===== src/rtl/seg7_pkg.sv =====
// Shared constants for the 7-segment readback path: segment patterns {a..g} (bit6=a)
// and the frame-collection FSM state type.
package seg7_pkg;

    localparam logic [6:0] SEG_0 = 7'h7E;
    localparam logic [6:0] SEG_1 = 7'h30;
    localparam logic [6:0] SEG_2 = 7'h6D;
    localparam logic [6:0] SEG_3 = 7'h79;
    localparam logic [6:0] SEG_4 = 7'h33;
    localparam logic [6:0] SEG_5 = 7'h5B;
    localparam logic [6:0] SEG_6 = 7'h5F;
    localparam logic [6:0] SEG_7 = 7'h70;
    localparam logic [6:0] SEG_8 = 7'h7F;
    localparam logic [6:0] SEG_9 = 7'h7B;
    localparam logic [6:0] SEG_A = 7'h77;
    localparam logic [6:0] SEG_B = 7'h1F;
    localparam logic [6:0] SEG_C = 7'h4E;
    localparam logic [6:0] SEG_D = 7'h3D;
    localparam logic [6:0] SEG_E = 7'h4F;
    localparam logic [6:0] SEG_F = 7'h47;

    typedef enum logic {HUNT, COLLECT} state_t;

endpackage


===== src/rtl/seg7_to_hex.sv =====
// Combinational segment-pattern decoder. Letters A-F are recognised only when
// HEX_DECODE_EN is defined; otherwise they are flagged as illegal like any unknown pattern.
module seg7_to_hex
    import seg7_pkg::*;
(
    input  logic [6:0] seg,
    output logic [3:0] value,
    output logic       err
);

    always_comb begin
        value = 4'h0;
        err   = 1'b0;
        case (seg)
            SEG_0: value = 4'h0;
            SEG_1: value = 4'h1;
            SEG_2: value = 4'h2;
            SEG_3: value = 4'h3;
            SEG_4: value = 4'h4;
            SEG_5: value = 4'h5;
            SEG_6: value = 4'h6;
            SEG_7: value = 4'h7;
            SEG_8: value = 4'h8;
            SEG_9: value = 4'h9;
`ifdef HEX_DECODE_EN
            SEG_A: value = 4'hA;
            SEG_B: value = 4'hB;
            SEG_C: value = 4'hC;
            SEG_D: value = 4'hD;
            SEG_E: value = 4'hE;
            SEG_F: value = 4'hF;
`endif
            default: err = 1'b1;
        endcase
    end

endmodule


===== src/rtl/seg7_scan_reader.sv =====
// Recovers one 4-bit value per digit from a multiplexed 7-segment bus and presents whole
// frames over valid/ready. Optional letter decoding via HEX_DECODE_EN (see seg7_to_hex).
module seg7_scan_reader
    import seg7_pkg::*;
#(
    parameter int NDIG        = 4,
    parameter int STABLE_CYC  = 4,
    parameter int TIMEOUT_CYC = 1024
) (
    input  logic                clk,
    input  logic                rst,
    input  logic [6:0]          seg,
    input  logic [NDIG-1:0]     an,
    output logic [4*NDIG-1:0]   out_digits,
    output logic [NDIG-1:0]     out_err,
    output logic                out_valid,
    input  logic                out_ready,
    output logic                overrun
);

    localparam int SW = $clog2(STABLE_CYC + 1);
    localparam int TW = $clog2(TIMEOUT_CYC + 1);
    localparam int IW = (NDIG > 1) ? $clog2(NDIG) : 1;

    state_t            state;
    logic [NDIG+6:0]   prev_in;
    logic [SW-1:0]     stab_cnt;
    logic [SW-1:0]     stab_next;
    logic [TW-1:0]     tcnt;
    logic [NDIG-1:0]   mask;
    logic [4*NDIG-1:0] stage_digits;
    logic [NDIG-1:0]   stage_err;
    logic [4*NDIG-1:0] merged_digits;
    logic [NDIG-1:0]   merged_err;
    logic [IW-1:0]     idx;
    logic [3:0]        dec_value;
    logic              dec_err;
    logic              an_onehot;
    logic              stable;
    logic              capture;
    logic              full;
    logic              handshake;

    seg7_to_hex u_dec (
        .seg   (seg),
        .value (dec_value),
        .err   (dec_err)
    );

    // The counter saturates one past the trigger value so each dwell fires exactly once.
    always_comb begin
        an_onehot = $onehot(an);
        stab_next = '0;
        if (an_onehot && ({an, seg} == prev_in)) begin
            stab_next = (stab_cnt == SW'(STABLE_CYC)) ? stab_cnt : stab_cnt + SW'(1);
        end
        stable    = an_onehot && (stab_next == SW'(STABLE_CYC - 1));
        capture   = stable && ((state == COLLECT) || an[0]);
        full      = capture && ((mask | an) == '1);
        handshake = out_valid && out_ready;
    end

    // Staging view with the digit being captured this cycle already merged in, so a
    // completing capture can go straight to the output registers.
    always_comb begin
        idx = '0;
        for (int i = 0; i < NDIG; i++) begin
            if (an[i]) idx = IW'(i);
        end
        merged_digits              = stage_digits;
        merged_err                 = stage_err;
        merged_digits[idx*4 +: 4]  = dec_value;
        merged_err[idx]            = dec_err;
    end

    always_ff @(posedge clk or posedge rst) begin
        if (rst) begin
            state        <= HUNT;
            prev_in      <= '0;
            stab_cnt     <= '0;
            tcnt         <= '0;
            mask         <= '0;
            stage_digits <= '0;
            stage_err    <= '0;
            out_digits   <= '0;
            out_err      <= '0;
            out_valid    <= 1'b0;
            overrun      <= 1'b0;
        end else begin
            prev_in  <= {an, seg};
            stab_cnt <= stab_next;
            if (handshake) out_valid <= 1'b0;

            if (capture) begin
                stage_digits <= merged_digits;
                stage_err    <= merged_err;
                tcnt         <= '0;
                if (full) begin
                    out_digits <= merged_digits;
                    out_err    <= merged_err;
                    out_valid  <= 1'b1;
                    if (out_valid && !out_ready) overrun <= 1'b1;
                    mask       <= '0;
                    state      <= HUNT;
                end else begin
                    mask  <= mask | an;
                    state <= COLLECT;
                end
            end else if (state == COLLECT) begin
                if (tcnt == TW'(TIMEOUT_CYC - 1)) begin
                    tcnt  <= '0;
                    mask  <= '0;
                    state <= HUNT;
                end else begin
                    tcnt <= tcnt + TW'(1);
                end
            end
        end
    end

endmodule


===== config.mk =====
export PLATFORM = sky130hd
export DESIGN_NAME = seg7_scan_reader
export DESIGN_NICKNAME = d
export VERILOG_FILES = /design/src/rtl/seg7_pkg.sv /design/src/rtl/seg7_to_hex.sv /design/src/rtl/seg7_scan_reader.sv
export SDC_FILE = /design/constraint.sdc
export NUM_CORES = 1
export LEC_CHECK = 0
export CAP_MARGIN = 20
export CORE_UTILIZATION = 55
export CTS_BUF_LIST = sky130_fd_sc_hd__clkbuf_8
export DETAILED_ROUTE_END_ITERATION = 12
export GPL_ROUTABILITY_DRIVEN = 0
export PLACE_DENSITY_LB_ADDON = 0.05
export SETUP_SLACK_MARGIN = 0.5
export SLEW_MARGIN = 20
export SYNTH_ARGS = -nofsm -noshare
export SYNTH_HDL_FRONTEND = slang
export SYNTH_SLANG_ARGS = --single-unit

===== constraint.sdc =====
create_clock -name clk -period 6.4 [get_ports clk]
set_input_delay 1.28 -clock clk [delete_from_list [all_inputs] [get_ports clk]]
set_output_delay 1.28 -clock clk [all_outputs]
set_load 0.03 [all_outputs]

Yosys cells after proc, flatten, opt, wreduce, memory -nomap -nowiden
Index checks and enable logic that the tools add are counted.
W data, S select, Z words.
{ "word_totals": {"ff_bits": 72, "word_cells": 78, "inputBits": 14} }
{ "classes": {"mux": 25, "eq_ne": 16, "shifts": 2, "add_sub_neg": 6, "bitwise_logic": 1, "n_reduce_logical": 15, "magnitude_cmp": 2} }
{ "op_table": {"columns": ["cell", "n"], "rows": [
  ["$eq A7 B7 Y1 const B", 8],
  ["$pmux W4 S9", 1],
  ["$neg A4 Y34", 1],
  ["$shift A4 B34 Y16 const A", 1],
  ["$shiftx A4 B34 Y16", 1],
  ["$mux W11", 3],
  ["$bwmux W16", 1],
  ["$mux W4", 4],
  ["$eq A7 B6 Y1 const B", 2],
  ["$add A11 B1 Y11 const B", 1],
  ["$eq A11 B10 Y1 const B", 1],
  ["$eq A11 B11 Y1", 1],
  ["$mux W1", 10],
  ["$reduce_or A10 Y1", 1],
  ["$logic_and A1 B1 Y1", 7],
  ["$mux W3", 2],
  ["$add A1 B1 Y2", 2],
  ["$bwmux W4", 1],
  ["$eq A4 B4 Y1 const B", 1],
  ["$mux W2", 2],
  ["$or A4 B4 Y4", 1],
  ["$reduce_and A2 Y1", 2],
  ["$reduce_bool A2 Y1", 2],
  ["$add A2 B2 Y3", 1],
  ["other kinds (10)", 10]
]} }

Depth between registers and ports, before layout
{ "depth": {"depth_word": 11, "ltp_mapped": 13} }

Cells and area by module
A second synthesis with hierarchy kept.
{ "hier_totals": {"cells_unflattened": 347, "area_unflattened_um2": 3666.0} }
{ "modules_own_cells": {"columns": ["mod", "area_per_inst_um2", "cells_each", "seq_area_each_um2", "instances"], "rows": [
  ["seg7_scan_reader", 3498.4, 323, 1801.7, 1],
  ["seg7_to_hex", 167.7, 24, 0.0, 1]
]} }

Worst setup path after synthesis
Ideal clock, no wire load.
{ "synth_path": {"path_type": "input port to flip-flop", "start": "input an[0]", "end": "register mask[1]", "arrival_ns": 3.893, "path_stages": 12, "setup_slack_ns": 2.378, "path_cell_list": "buf_4 inv_1 fa_1 inv_1 ha_1 ha_1 nor3b_1 nand4_2 nor3_4 a41oi_4 a211oi_2 nor2_1"} }
{ "synth_between": {"elab_chain_cells": 11} }
{ "synth_rtl": {"columns": ["element", "line_no", "text"], "rows": [
  ["start: declaration", "seg7_scan_reader.sv:13", "input logic [NDIG-1:0] an,"],
  ["$add A1 B1 Y2 (implied by the code)", "seg7_scan_reader.sv:52", "an_onehot = $onehot(an);"],
  ["$add A2 B2 Y3 (implied by the code)", "seg7_scan_reader.sv:52", null],
  ["$eq A3 B1 Y1", "seg7_scan_reader.sv:52", null],
  ["$logic_and A1 B1 Y1", "seg7_scan_reader.sv:54", "if (an_onehot && ({an, seg} == prev_in)) begin"],
  ["$mux W3", "seg7_scan_reader.sv:54", null],
  ["$eq A3 B2 Y1", "seg7_scan_reader.sv:57", "stable = an_onehot && (stab_next == SW'(STABLE_CYC - 1));"],
  ["$logic_and A1 B1 Y1", "seg7_scan_reader.sv:57", null],
  ["$logic_and A1 B1 Y1", "seg7_scan_reader.sv:58", "capture = stable && ((state == COLLECT) || an[0]);"],
  ["$logic_and A1 B1 Y1", "seg7_scan_reader.sv:59", "full = capture && ((mask | an) == '1);"],
  ["$mux W4", "seg7_scan_reader.sv:98", "if (full) begin"],
  ["$mux W4", "seg7_scan_reader.sv:94", "if (capture) begin"],
  ["end signal: assignment", "seg7_scan_reader.sv:106", "mask <= mask | an;"],
  ["end: declaration", "seg7_scan_reader.sv:30", "logic [NDIG-1:0] mask;"]
]} }
Several ways; a longest one is shown, not always the timed one.
A chain may end at the register's enable or synchronous reset.

Worst setup path in the final report
{ "layout_path": {"start": "input an[0]", "end": "register out_err[1]"} }
{ "layout_between": {"elab_chain_cells": 10} }
{ "layout_rtl": {"columns": ["element", "line_no", "text"], "rows": [
  ["$add A1 B1 Y2 (implied by the code)", "seg7_scan_reader.sv:52", null],
  ["$add A2 B2 Y3 (implied by the code)", "seg7_scan_reader.sv:52", null],
  ["$eq A3 B1 Y1", "seg7_scan_reader.sv:52", null],
  ["$logic_and A1 B1 Y1", "seg7_scan_reader.sv:54", null],
  ["$mux W3", "seg7_scan_reader.sv:54", null],
  ["$eq A3 B2 Y1", "seg7_scan_reader.sv:57", null],
  ["$logic_and A1 B1 Y1", "seg7_scan_reader.sv:57", null],
  ["$logic_and A1 B1 Y1", "seg7_scan_reader.sv:58", null],
  ["$logic_and A1 B1 Y1", "seg7_scan_reader.sv:59", null],
  ["$reduce_and A2 Y1 (no source line) *", null, null],
  ["end signal: assignment", "seg7_scan_reader.sv:100", "out_err <= merged_err;"],
  ["end: declaration", "seg7_scan_reader.sv:15", "output logic [NDIG-1:0] out_err,"]
]} }
Mark *: on every way between the ends. The rest lies on a longest branch, timed or not.

==> key figures <==
Status
  – Status: finished clean

Power
  – Switching Fraction: 0.239
  – Clock power share: 0.364
  – Pleak: approximately 1.7 nW
  – Logic pwr share: 0.073
  – Int Pwr: 0.623 mW
  – VDD IR-drop max: ~0.14 mV
  – Sequential group share of total power: 0.563
  – Psw: about 0.20 mW
  – Pwr/cell area: approximately 200 nW/µm²
  – Pwr Total: about 0.8 mW

Logic synthesis
  – Yosys top cell by area: dfrtp_1
  – Synth top area share: 0.512
  – Mapped Cells: around 370
  – Dominant cells by area after synthesis: dfrtp_1 (51%), o21ai_0 (5.8%), nand2_1 (5.6%)
  – Top FF cell, synth: dfrtp_1
  – Netlist cell types: 51
  – Syn_nets: 389
  – Synthesized flop and latch total: 72
  – Register area share after synthesis: 0.512
  – Ys async rst share: 1.00
  – Number of synthesized flops with an enable pin: 0
  – Mapped Area: about 3500 µm²
  – Ys Warns: 0
  – Syn Area/Cell: about 9.6 µm²

Placed design
  – DP Worst Slack: 1040 ps
  – Port bufs: 35
  – Placed inst area: 3900 µm²
  – Placed insts: between 400 and 500
  – Post-DP HPWL: around 4900 µm

Clocking
  – CTS clk-pin slew, worst paths: about 70 ps
  – Cts repair resizes: 0
  – Clock latency on the worst-skew pair: around 340 ps
  – Hold_buf cts: 0
  – Clk root buf: clkbuf_8
  – Number of H-tree levels: 3
  – CTS tree: done
  – Post-CTS Setup Repair Bufs: 0
  – Sink Count: 72
  – Clock Path Buffers: 2
  – CTS buffer count: 9

GRT
  – Remaining Overflow, GRT: 0
  – Total track usage: 0.242
  – GR Util met3: 0.0411
  – Met2 usage: 0.351
  – First-pass GRT wire length: roughly 12000 µm
  – Initial antenna violation count: 0
  – Met1 Resource Use GR: 0.351
  – Top Usage Layer GRT: met2
  – Vias in the first global route: between 2k and 2.5k
  – Largest net degree at the start of global routing: 73

STA
  – Max Clk Rate: 201 MHz
  – Post-route setup TNS: 0 ps
  – Slew Limit Fails: 0
  – Worst slew margin: 0.401
  – Fin crit period: between 4000 and 5000 ps
  – Final hold vios: 0
  – Setup ws final: between 1000 and 1500 ps
  – Worst-margin pin slew: about 900 ps
  – Setup violators final: 0
  – Hold slack: approximately 480 ps
  – RSZ-0062 raised after global routing: no
  – Worst clock skew: around 7.4 ps
  – Final period util: 0.777

Worst setup path
  – WP data required: 6600 ps
  – Largest delay share family, worst path: simple AND/OR/NAND/NOR gates
  – Worst Path Buf+Inv: 3
  – CP Capture Type: flop
  – Startpoint types: input pin
  – Slowest-stage cell, CP: clkdlybuf4s50_1
  – Ordered cell list for the critical path: clkdlybuf4s50_1 > inv_1 > fa_1 > inv_1 > ha_1 > ha_1 > nor3b_1 > nand4_2 > nor3_4 > nand3_2 > a211oi_1 > a21oi_1
  – Slowest stage delay, CP: 660 ps
  – RR Startpoint: stab_cnt[0]
  – Critical Path AT: 5170 ps
  – Worst Setup Path Type: in2reg
  – CP Max Fanout: 42
  – Crit path from: an[0]

Routing
  – Via count: around 2.7k
  – Drt drc: 0
  – DRT iter0 DRCs: approximately 180
  – Wirelength per Cell: between 15 and 20 µm
  – Vias/cell: around 5.6
  – Total routed wirelength: 7170 µm
  – Drt first pass iters: 5
  – Antenna viol nets, final: 0

Hold path
  – HP Start: out_digits[1]
  – Hold crit path type: reg2reg

Flow run
  – Max-cap violations: 0

Floorplan
  – Initial Utilization: 0.583
  – CORE AREA: roughly 6000 µm²
  – Die Span Y: ~82 µm
  – Die area: about 6700 µm²
  – Rows: 28
  – Chip width: just over 80 µm
  – I/O pins: 36

Layout
  – Share of layout cells above drive strength 1: 0.0648
  – Diode count: 0
  – Utilization after layout: 0.672
  – Design Area, Final: approximately 4100 µm²
  – Area growth from synthesis to layout: 15.2%
  – Area taken by multi-input logic gates: roughly 1600 µm²
  – Fillers: about 500
  – Nets@finish: ~420
  – Reg area: about 1800 µm²
  – Non-filler cells, final: approximately 480
## cell usage after synthesis, types with 2 or more instances
library cell	number
nand2_1	52
xnor2_1	12
nand3b_1	2
nor4_1	3
buf_4	2
nand2b_1	3
and2_1	2
o21ai_0	41
buf_2	7
clkbuf_1	4
nor2_1	28
ha_1	9
and3_1	3
nand3_1	16
a211oi_1	4
a31oi_1	3
a21boi_0	2
a21o_1	3
nand4_1	2
nor3b_1	4
o21bai_1	3
nand4_2	2
inv_1	22
nor2b_1	7
nor3_1	2
a32oi_1	2
xor2_1	2
a21oi_1	26
mux2_2	4
dfrtp_1	72
## layer usage
layer  vias up  routed length, µm  part of all wire
met2        72               3060              0.43
met3        16                304             0.042
met1      1260               3620              0.51
met4         0                181             0.025
li1       1332                  -                 -
met5         -                  0                 0
## cells by family after synthesis
family,Yosys count,share of synthesized area
compound gates,97,0.171
xor+xnor,15,0.0395
fa+ha+maj,10,0.0377
buf+inv,36,0.0434
flops,72,0.512
mux,4,0.0128
simple gates,131,0.183
## layout make-up
type / instances / area share
flip-flops and latches: 72 / 0.445
multi-input cells: 257 / 0.385
repair buffers: 36 / 0.0883
clock buffers: 10 / 0.0340
well taps: 75 / 0.0232
inverters: 22 / 0.0204
clock inverters: 4 / 0.00401
## state kept, by name, summed over array words and instances (netlist names)
signal / flops
overrun: 1
state: 1
out_digits: 16
stage_err: 4
out_err: 4
mask: 4
prev_in: 11
stage_digits: 16
tcnt: 11
out_valid: 1
stab_cnt: 3
## cells in the final DEF (no fill, tap or decap), types with 2 or more instances in the layout
| cell type | netlist | routed |
|---|---|---|
| dfrtp_1 | 72 | 72 |
| nand2_1 | 52 | 52 |
| o21ai_0 | 41 | 41 |
| clkdlybuf4s50_1 | 0 | 35 |
| nor2_1 | 28 | 28 |
| a21oi_1 | 26 | 26 |
| inv_1 | 22 | 24 |
| nand3_1 | 16 | 16 |
| xnor2_1 | 12 | 12 |
| clkbuf_8 | 0 | 10 |
| ha_1 | 9 | 9 |
| nor2b_1 | 7 | 7 |
| nor3b_1 | 4 | 4 |
| a211oi_1 | 4 | 4 |
| mux2_2 | 4 | 4 |
| nand2b_1 | 3 | 3 |
| o21bai_1 | 3 | 3 |
| a31oi_1 | 3 | 3 |
| and3_1 | 3 | 3 |
| a21o_1 | 3 | 3 |
| nor4_1 | 3 | 3 |
| nand3b_1 | 2 | 2 |
| nand4_2 | 2 | 2 |
| nand4_1 | 2 | 2 |
| and2_1 | 2 | 2 |
| a32oi_1 | 2 | 2 |
| xor2_1 | 2 | 2 |
| nor3_1 | 2 | 2 |
| a21boi_0 | 2 | 2 |
## tightest hold or removal path, stage by stage (launching register included)
cell	delay (ps)
dfrtp_1	340
nand2_1	50
o21ai_0	60
## power groups by stage
stage	sequential (mW)	clock, mW	combinational [mW]
floorplan	0.469	0	0.0408
global placement	0.469	0	0.0586
detailed placement	0.469	0	0.0595
CTS	0.460	0.304	0.0598
global route	0.461	0.317	0.0666
finish	0.460	0.297	0.0598
## worst paths after layout
kind                            endpoint  slack [ps]  cells after the start
max in group asynchronous  out_digits[8]        4280                      3
setup reg to reg              out_err[1]        3570                      6
hold reg to reg            out_digits[1]         480                      2
setup / recovery              out_err[1]        1430                     12
min in group asynchronous        tcnt[4]        1550                      3
hold / removal             out_digits[1]         480                      2
Note: power is estimated with default switching activity, not from simulation.
